### src/rtl/fetch_ctrl_if.sv
// Fetch-side bundle: decode handshake, redirect inputs and the imem request/response bus.
// The master modport is the fetch sequencer; the slave modport is its environment.
interface fetch_ctrl_if #(
  parameter int unsigned PC_WIDTH = 32
);
  logic                stall_i;
  logic                br_taken_i;
  logic [PC_WIDTH-1:0] br_target_i;
  logic                trap_i;
  logic [PC_WIDTH-1:0] trap_target_i;
  logic                imem_req_o;
  logic [PC_WIDTH-1:0] imem_addr_o;
  logic                imem_gnt_i;
  logic                imem_rvalid_i;
  logic [31:0]         imem_rdata_i;
  logic                if_valid_o;
  logic [PC_WIDTH-1:0] if_pc_o;
  logic [31:0]         if_instr_o;
  logic [PC_WIDTH-1:0] pc_o;

  modport master (
    input  stall_i, br_taken_i, br_target_i, trap_i, trap_target_i,
    input  imem_gnt_i, imem_rvalid_i, imem_rdata_i,
    output imem_req_o, imem_addr_o, if_valid_o, if_pc_o, if_instr_o, pc_o
  );

  modport slave (
    output stall_i, br_taken_i, br_target_i, trap_i, trap_target_i,
    output imem_gnt_i, imem_rvalid_i, imem_rdata_i,
    input  imem_req_o, imem_addr_o, if_valid_o, if_pc_o, if_instr_o, pc_o
  );
endinterface

### src/rtl/fetch_ctrl.sv
// Instruction-fetch sequencer: owns the fetch PC, keeps one imem request in flight,
// applies trap/branch redirects and drops responses that a redirect made stale.
module fetch_ctrl #(
  parameter int unsigned         PC_WIDTH = 32,
  parameter logic [PC_WIDTH-1:0] RESET_PC = '0
) (
  input logic          clk,
  input logic          rst,
  fetch_ctrl_if.master bus
);

  typedef enum logic [1:0] {StRst, StReq, StWait, StDrop} state_e;

  state_e              state_q, state_d;
  logic [PC_WIDTH-1:0] pc_q, pc_d;
  logic [PC_WIDTH-1:0] req_pc_q, req_pc_d;
  logic [PC_WIDTH-1:0] if_pc_q, if_pc_d;
  logic [31:0]         if_instr_q, if_instr_d;
  logic                if_valid_q, if_valid_d;
  logic                req;
  logic                redirect;
  logic [PC_WIDTH-1:0] target;

  // Trap wins over branch; redirect targets are always word aligned.
  always_comb begin
    redirect    = bus.trap_i || bus.br_taken_i;
    target      = bus.trap_i ? bus.trap_target_i : bus.br_target_i;
    target[1:0] = 2'b00;
  end

  always_comb begin
    state_d    = state_q;
    pc_d       = pc_q;
    req_pc_d   = req_pc_q;
    if_pc_d    = if_pc_q;
    if_instr_d = if_instr_q;
    if_valid_d = if_valid_q && bus.stall_i;
    req        = 1'b0;

    unique case (state_q)
      StRst: state_d = StReq;
      StReq: begin
        // Only request when the output slot is empty or being consumed this cycle.
        req = !if_valid_q || !bus.stall_i;
        if (req && bus.imem_gnt_i) begin
          req_pc_d = pc_q;
          pc_d     = pc_q + PC_WIDTH'(4);
          state_d  = redirect ? StDrop : StWait;
        end
      end
      StWait: begin
        if (bus.imem_rvalid_i) begin
          state_d = StReq;
          if (!redirect) begin
            if_pc_d    = req_pc_q;
            if_instr_d = bus.imem_rdata_i;
            if_valid_d = 1'b1;
          end
        end else if (redirect) begin
          state_d = StDrop;
        end
      end
      StDrop: begin
        if (bus.imem_rvalid_i) state_d = StReq;
      end
      default: state_d = StRst;
    endcase

    if (redirect) begin
      pc_d       = target;
      if_valid_d = 1'b0;
    end
  end

  always_ff @(posedge clk or posedge rst) begin
    if (rst) begin
      state_q    <= StRst;
      pc_q       <= RESET_PC;
      req_pc_q   <= '0;
      if_pc_q    <= '0;
      if_instr_q <= '0;
      if_valid_q <= 1'b0;
    end else begin
      state_q    <= state_d;
      pc_q       <= pc_d;
      req_pc_q   <= req_pc_d;
      if_pc_q    <= if_pc_d;
      if_instr_q <= if_instr_d;
      if_valid_q <= if_valid_d;
    end
  end

  assign bus.imem_req_o  = req;
  assign bus.imem_addr_o = pc_q;
  assign bus.pc_o        = pc_q;
  assign bus.if_valid_o  = if_valid_q;
  assign bus.if_pc_o     = if_pc_q;
  assign bus.if_instr_o  = if_instr_q;

endmodule

### src/flat_wrapper.sv
// flat-port wrapper written by rule: the top's interface ports become plain ports
module fetch_ctrl_flat 
#(
  parameter int unsigned         PC_WIDTH = 32,
  parameter logic [PC_WIDTH-1:0] RESET_PC = '0
)
  (clk, rst, bus_stall_i, bus_br_taken_i, bus_br_target_i, bus_trap_i, bus_trap_target_i, bus_imem_gnt_i, bus_imem_rvalid_i, bus_imem_rdata_i, bus_imem_req_o, bus_imem_addr_o, bus_if_valid_o, bus_if_pc_o, bus_if_instr_o, bus_pc_o);
  fetch_ctrl_if #(.PC_WIDTH(PC_WIDTH)) bus_i ();
  input logic clk;
  input logic rst;
  input wire logic [$bits(bus_i.stall_i)-1:0] bus_stall_i;
  input wire logic [$bits(bus_i.br_taken_i)-1:0] bus_br_taken_i;
  input wire logic [$bits(bus_i.br_target_i)-1:0] bus_br_target_i;
  input wire logic [$bits(bus_i.trap_i)-1:0] bus_trap_i;
  input wire logic [$bits(bus_i.trap_target_i)-1:0] bus_trap_target_i;
  input wire logic [$bits(bus_i.imem_gnt_i)-1:0] bus_imem_gnt_i;
  input wire logic [$bits(bus_i.imem_rvalid_i)-1:0] bus_imem_rvalid_i;
  input wire logic [$bits(bus_i.imem_rdata_i)-1:0] bus_imem_rdata_i;
  output wire logic [$bits(bus_i.imem_req_o)-1:0] bus_imem_req_o;
  output wire logic [$bits(bus_i.imem_addr_o)-1:0] bus_imem_addr_o;
  output wire logic [$bits(bus_i.if_valid_o)-1:0] bus_if_valid_o;
  output wire logic [$bits(bus_i.if_pc_o)-1:0] bus_if_pc_o;
  output wire logic [$bits(bus_i.if_instr_o)-1:0] bus_if_instr_o;
  output wire logic [$bits(bus_i.pc_o)-1:0] bus_pc_o;
  assign bus_i.stall_i = bus_stall_i;
  assign bus_i.br_taken_i = bus_br_taken_i;
  assign bus_i.br_target_i = bus_br_target_i;
  assign bus_i.trap_i = bus_trap_i;
  assign bus_i.trap_target_i = bus_trap_target_i;
  assign bus_i.imem_gnt_i = bus_imem_gnt_i;
  assign bus_i.imem_rvalid_i = bus_imem_rvalid_i;
  assign bus_i.imem_rdata_i = bus_imem_rdata_i;
  assign bus_imem_req_o = bus_i.imem_req_o;
  assign bus_imem_addr_o = bus_i.imem_addr_o;
  assign bus_if_valid_o = bus_i.if_valid_o;
  assign bus_if_pc_o = bus_i.if_pc_o;
  assign bus_if_instr_o = bus_i.if_instr_o;
  assign bus_pc_o = bus_i.pc_o;
  fetch_ctrl #(.PC_WIDTH(PC_WIDTH), .RESET_PC(RESET_PC)) u_core (.clk(clk), .rst(rst), .bus(bus_i));
endmodule
### config.mk
export PLATFORM = sky130hd
export DESIGN_NAME = fetch_ctrl_flat
export DESIGN_NICKNAME = d
export VERILOG_FILES = /design/src/rtl/fetch_ctrl_if.sv /design/src/rtl/fetch_ctrl.sv /design/src/flat_wrapper.sv
export SDC_FILE = /design/constraint.sdc
export NUM_CORES = 1
export LEC_CHECK = 0
export CAP_MARGIN = 10
export CELL_PAD_IN_SITES_DETAIL_PLACEMENT = 1
export CELL_PAD_IN_SITES_GLOBAL_PLACEMENT = 2
export CORE_MARGIN = 5
export CORE_UTILIZATION = 27
export CTS_BUF_LIST = sky130_fd_sc_hd__clkbuf_8 sky130_fd_sc_hd__clkbuf_16
export CTS_CLUSTER_DIAMETER = 80
export DETAILED_ROUTE_END_ITERATION = 8
export PLACE_DENSITY_LB_ADDON = 0.1
export SYNTH_ARGS = -nofsm -noshare
export SYNTH_HDL_FRONTEND = slang
export SYNTH_SLANG_ARGS = --single-unit
### constraint.sdc
create_clock -name clk -period 5.4 [get_ports clk]
set_clock_uncertainty 0.1 [all_clocks]
set_input_delay 1.08 -clock clk [delete_from_list [all_inputs] [get_ports clk]]
set_output_delay 1.08 -clock clk [all_outputs]
set_load 0.01 [all_outputs]
==> flow_summary.toml, run 1 <==
[floorplanning]
initial_core_util_pct = 27.24
die_w_um = 160.7
placementRows = 55
dieHeight_um = 160.7
dieArea_um2 = 25820
core_um2 = 22500
ios = 233

[placement]
gp_congestion = 0.7348
io_buffers = 222
pre_cts_slack_ns = 1.550
placedCellCount = 1036
dpl.hpwl_um = 14820

[cells_and_area]
final.fill_count = 2491
num_antenna_cells = 0
seqCellArea_um2 = 3128
multi_input_area_um2 = 2601
syn_to_final_growth_pct = 46.43
instances_no_fill = 1068
nets = 877
drive_gt1_share_pct = 15.20

[drt]
drt_pre_antenna_iters = 4
wl_per_cell_um = 19.32
drt_iter0_drc = 134
ant_nets = 0
totalWireLength_um = 20630
viasPerCell = 4.748
vias = 5071
drc = 0

[timing]
fmax_mhz = 267.4
worst_pin_slew_ns = 0.9102
maxSlewHeadroom_pct = 39.32
tns_ns = 0
rsz0062_at_grt = "false"
worst_slack_ns = 1.661
slew_violations = 0
period_minus_slack_ns = 3.739
setup_violations = 0
finalHoldViolations = 0
post-route-period-util_pct = 69.25

[yosys]
syn_area_um2 = 6131
synth-seq-cells = 125
async_reset_ff_share_pct = 100.0
synthAdderAreaFrac_pct = 0.8163
ys_seq_area_share_pct = 51.02
synth-simple-area-share_pct = 17.14
yosysWarnings = 0
ys.flop_type = "dfrtp_1"
netlist.area_leader.share_pct = 51.02
synth_top_family_by_area = "simple AND/OR/NAND/NOR gates"
syn_inst = 587
post-synth-top-count-cell = "dfrtp_1"
ys_types = 52
syn_avg_cell_area_um2 = 10.44
synthMuxAreaShare_pct = 13.84
synth_top_cells_by_count = "dfrtp_1 (125), nand2_1 (116), mux2_2 (65)"
synth_top_area_cell = "dfrtp_1"
synth.area.top_cells = "dfrtp_1 (51%), mux2_2 (12%), nand2_1 (7.1%), buf_4 (4.4%), xnor2_1 (1.9%)"
synth_edf_count = 0
synth-compound-area-share_pct = 7.796
synthXorXnorAreaFrac_pct = 2.286

[critical_path]
cp.required_ns = 4.22
cp_max_fo = 7
cp-endpoint = "bus_imem_req_o"
cp-end-kind = "output port"
rr_worst_depth = 7
crit_arrival_ns = 2.56
crit_type = "input port to output port"
reg2reg_to = "u_core.bus.imem_addr_o[22]$_DFFE_PP0P_"
rrSetupSlack_ns = 2.67
critPathLaunchType = "input port"
worstSetupStartpoint = "bus_stall_i"
r2r-start = "u_core.state_q[1]$_DFFE_PP0P_"

[clock_network]
cts_setup_buffers = 0
cts_root_buf = "clkbuf_16"
clk_path_buf_depth = 2
htree_num_levels = 4
post_cts_resized = 0
hold_buffers = 0
insertion_delay_ns = 0.41
path_clk_slew_ns = 0.06
cts_tree = "done"
cts_made_buffers = 17
clock-sinks = 125

[run_status]
status = "finished clean"

[global_routing]
antenna_found_initial = 1
grt_pass1_vias = 5564
overflow = 0
grt_pass1_wl_um = 33220
grt_max_degree = 94
grt_use_total_pct = 16.19

[power]
p_per_area_nw_per_um2 = 457.5
power_leakage_nw = 3.855
vdd_ir_drop_max_mv = 0.2056

[worst_hold_path]
hp-class = "flip-flop to flip-flop"

[run]
drv_cap = 0
[worst min path at each step]
stage          cells after the start                       startpoint                               to  slack, ns
2_1_floorplan                      2  u_core.req_pc_q[25]$_DFFE_PP0P_  u_core.req_pc_q[25]$_DFFE_PP0P_       0.34
3_3_place_gp                       2  u_core.req_pc_q[11]$_DFFE_PP0P_  u_core.req_pc_q[11]$_DFFE_PP0P_       0.36
3_5_place_dp                       2  u_core.req_pc_q[30]$_DFFE_PP0P_  u_core.req_pc_q[30]$_DFFE_PP0P_       0.36
4_1_cts                            2  u_core.req_pc_q[26]$_DFFE_PP0P_  u_core.req_pc_q[26]$_DFFE_PP0P_       0.38
5_1_grt                            2  u_core.req_pc_q[16]$_DFFE_PP0P_  u_core.req_pc_q[16]$_DFFE_PP0P_       0.40
6_report                           2   u_core.req_pc_q[3]$_DFFE_PP0P_   u_core.req_pc_q[3]$_DFFE_PP0P_       0.37
[state kept, by name, indices dropped and copies added, names as in the netlist]
name	count
u_core.bus.imem_addr_o	30
u_core.state_q	2
u_core.bus.if_pc_o	30
u_core.bus.if_valid_o	1
u_core.req_pc_q	30
u_core.bus.if_instr_o	32
[cells by family after synthesis]
kind of cell	count (synthesis)
AO/OA/AOI/OAI	74
XOR/XNOR	16
adder cells (fa/ha/maj)	4
buffers and inverters	77
flip-flops	125
multiplexers	76
other	1
AND/OR/NAND/NOR	214
[layer usage]
metal	track usage, %	up-vias	wire length [µm]
li1	-	2366	-
met1	22.57	2525	9877
met2	25.21	166	9373
met3	4.208	12	1205
met4	4.033	2	160
met5	0	-	13
[cell type report]
| type | instances | area share (%) |
|---|---|---|
| sequential | 125 | 34.84 |
| inverter | 9 | 0.4321 |
| multi-input combinational | 390 | 28.98 |
| clock inverter | 15 | 1.923 |
| tap | 285 | 3.972 |
| timing repair buffer | 227 | 25.11 |
| clock buffer | 17 | 4.739 |
[critical path: stages]
cell and delay (ns):
clkdlybuf4s50_1 0.44, a21boi_2 0.39, clkdlybuf4s50_1 0.65
[power by group]
part	total (W)	internal (W)	leakage, nW	switching, W
logic	0.00141	0.000803	2.00	0.000607
registers	0.00152	0.00128	1.57	0.000239
clock network	0.00117	0.000695	0.285	0.000478
[cells in the final DEF (no fill, tap or decap), types with 4 or more instances in the layout]
| master | Yosys | routed |
|---|---|---|
| clkdlybuf4s50_1 | 0 | 221 |
| dfrtp_1 | 125 | 125 |
| nand2_1 | 116 | 115 |
| mux2_2 | 65 | 65 |
| o21ai_0 | 21 | 21 |
| nor2_1 | 21 | 20 |
| a21oi_1 | 19 | 19 |
| clkbuf_16 | 0 | 17 |
| nand3_1 | 16 | 16 |
| xnor2_1 | 13 | 13 |
| nand4_1 | 10 | 10 |
| mux2i_1 | 9 | 9 |
| inv_6 | 0 | 9 |
| and2_1 | 9 | 8 |
| o221ai_1 | 7 | 7 |
| or3_1 | 7 | 7 |
| nor3_1 | 7 | 7 |
| inv_1 | 7 | 6 |
| a31oi_1 | 6 | 6 |
| a211oi_1 | 6 | 6 |
| and3_1 | 7 | 6 |
| conb_1 | 1 | 6 |
| and4_1 | 5 | 5 |
| nor2b_1 | 5 | 5 |
| buf_4 | 36 | 5 |
| ha_1 | 4 | 4 |
[through the flow]
step / util (%) / instance area (µm²) / hold WS [ns] / total power, W
after floorplan: - / 6150 / 0.3402 / 0.002181
after global placement: 37.24 / 8379 / 0.3575 / 0.002938
after detailed placement: 37.24 / 8379 / 0.3614 / 0.002989
after CTS: 39.89 / 8977 / 0.3780 / 0.004181
after global routing: 39.89 / 8977 / 0.4021 / 0.004366
final: 39.89 / 8977 / 0.3726 / 0.004107
No activity file was read; power rests on OpenSTA's default activity.
==> run 2, diff against run 1 <==
==> constraint.sdc (replaced) <==
create_clock -name clk -period 3.9 [get_ports clk]
set_clock_uncertainty 0.1 [all_clocks]
set_input_delay 0.78 -clock clk [delete_from_list [all_inputs] [get_ports clk]]
set_output_delay 0.78 -clock clk [all_outputs]
set_load 0.01 [all_outputs]
==> run 2 against run 1 <==
Combinational power up 40%; clock power up 38%; clock-buffer cell count up 2; total power up 39%; highest routed layer is now met4; first-iteration DRC count up 98%.
==> flow_summary.toml, run 2 (synthesized netlist as in run 1, its figures left out) <==
[run_status]
status = "finished clean"

[timing]
rsz0062_at_grt = "false"
period_minus_slack_ns = 3.150
maxSlewHeadroom_pct = 51.78
fmax_mhz = 317.4
setup_violations = 0
finalHoldViolations = 0
whs_ns = 0.3718
tns_ns = 0
post-route-period-util_pct = 80.78
slew_violations = 0
worst_pin_slew_ns = 0.7218

[floorplanning]
ios = 233
dieArea_um2 = 25820
die_w_um = 160.7
dieHeight_um = 160.7
placementRows = 55
core_um2 = 22500
initial_core_util_pct = 27.24

[cells_and_area]
drive_gt1_share_pct = 15.61
final_cell_mix = "clkdlybuf4s50_1 (221), dfrtp_1 (125), nand2_1 (115)"
instances_no_fill = 1073
nets = 884
utilization_pct = 40.23
final_common_cell = "clkdlybuf4s50_1"
seqCellArea_um2 = 3128
num_antenna_cells = 0
multi_input_area_um2 = 2601
largest_reg_flops = 32
final.fill_count = 2467
syn_to_final_growth_pct = 47.67

[power]
vdd_ir_drop_max_mv = 0.2519
p_per_area_nw_per_um2 = 630.0
power_leakage_nw = 3.888

[drt]
ant_nets = 0
drt_pre_antenna_iters = 4
drc = 0
totalWireLength_um = 20830
drt_iter0_drc = 265
wl_per_cell_um = 19.42
viasPerCell = 4.762
vias = 5110

[worst_hold_path]
hp-class = "flip-flop to flip-flop"

[placement]
gp_congestion = 0.7271
placedCellCount = 1043
io_buffers = 222
dpl.hpwl_um = 15460

[clock_network]
cts_made_buffers = 17
cts_setup_buffers = 0
path_clk_slew_ns = 0.05
post_cts_resized = 0
insertion_delay_ns = 0.41
htree_num_levels = 4
cts_root_buf = "clkbuf_16"
hold_buffers = 0
clock-sinks = 125
cts_tree = "done"
clk_path_buf_depth = 2

[critical_path]
cpPeakStageDelay_ns = 0.68
crit_arrival_ns = 2.27
cp_cell_sequence = "clkdlybuf4s50_1 > a21boi_2 > clkdlybuf4s50_1"
cp_slowest_cell = "clkdlybuf4s50_1"
path_common_cell = "clkdlybuf4s50_1"
crit_type = "input port to output port"
crit_family = "buffers and inverters"
cp_max_fo = 7
cp.required_ns = 3.02
cp_num_buf_inv = 2
cp-end-kind = "output port"
critPathLaunchType = "input port"

[global_routing]
overflow = 0
antenna_found_initial = 0
grt_use_total_pct = 16.19
grt_max_degree = 95
grt_pass1_wl_um = 33330
grt_pass1_vias = 5639

[run]
drv_cap = 0
[run 2: cell count changes in the layout (fill, tap and decap cells not counted), sizes merged]
cell,previous run,this run
inv,17,8
clkbuf,17,19
bufinv,2,3
buf,6,13
clkinv,2,3
clkinvlp,3,6
[run 2: cell type report]
class / instances / share of cell area [%]
sequential: 125 / 34.55
tap: 285 / 3.939
timing repair buffer: 234 / 25.76
clock buffer: 19 / 5.003
multi-input combinational: 390 / 28.73
inverter: 9 / 0.4146
clock inverter: 11 / 1.603
[run 2: worst register-to-register path, stage by stage, from the launching register on]
cell	delay [ns]
dfrtp_1	0.61
ha_1	0.31
nand3_1	0.14
nor4_4	0.41
nand3_1	0.19
mux2_1	0.35
a221o_1	0.32
[run 2: path summary, 6_finish.rpt]
path	cells past startpoint	slack, ns	to	start
setup / recovery	3	0.75	bus_imem_req_o	bus_stall_i
hold / removal	2	0.37	u_core.req_pc_q[12]$_DFFE_PP0P_	u_core.req_pc_q[12]$_DFFE_PP0P_
setup reg to reg	6	1.36	u_core.bus.imem_addr_o[24]$_DFFE_PP0P_	u_core.bus.imem_addr_o[2]$_DFFE_PP0P_
hold reg to reg	2	0.37	u_core.req_pc_q[12]$_DFFE_PP0P_	u_core.req_pc_q[12]$_DFFE_PP0P_
max in group asynchronous	3	2.02	u_core.bus.if_pc_o[20]$_DFFE_PP0P_	rst
min in group asynchronous	2	0.74	u_core.bus.if_instr_o[26]$_DFFE_PP0P_	rst
[run 2: where the power goes]
group | internal [W] | switching (W) | leakage, nW
logic | 0.00113 | 0.000845 | 2.04
registers | 0.00178 | 0.000337 | 1.57
clock network | 0.00103 | 0.000584 | 0.280
[run 2: metrics by stage]
step           area, µm²  power [W]  setup slack, ns
6_report            9054   0.005704           0.7495
5_1_grt             9054   0.006057           0.7169
3_3_place_gp        8456   0.004088           0.4864
4_1_cts             9054   0.005810           0.7446
2_1_floorplan       6153   0.003020            1.481
3_5_place_dp        8456   0.004164           0.4620
[run 2: per-layer routing]
| layer | share of wire, % | vias up | GRT usage, % |
|---|---|---|---|
| li1 | - | 2378 | - |
| met1 | 47 | 2514 | 21.84 |
| met2 | 46 | 194 | 25.73 |
| met3 | 5.9 | 24 | 4.619 |
| met4 | 1.3 | 0 | 4.110 |
| met5 | 0 | - | 0 |
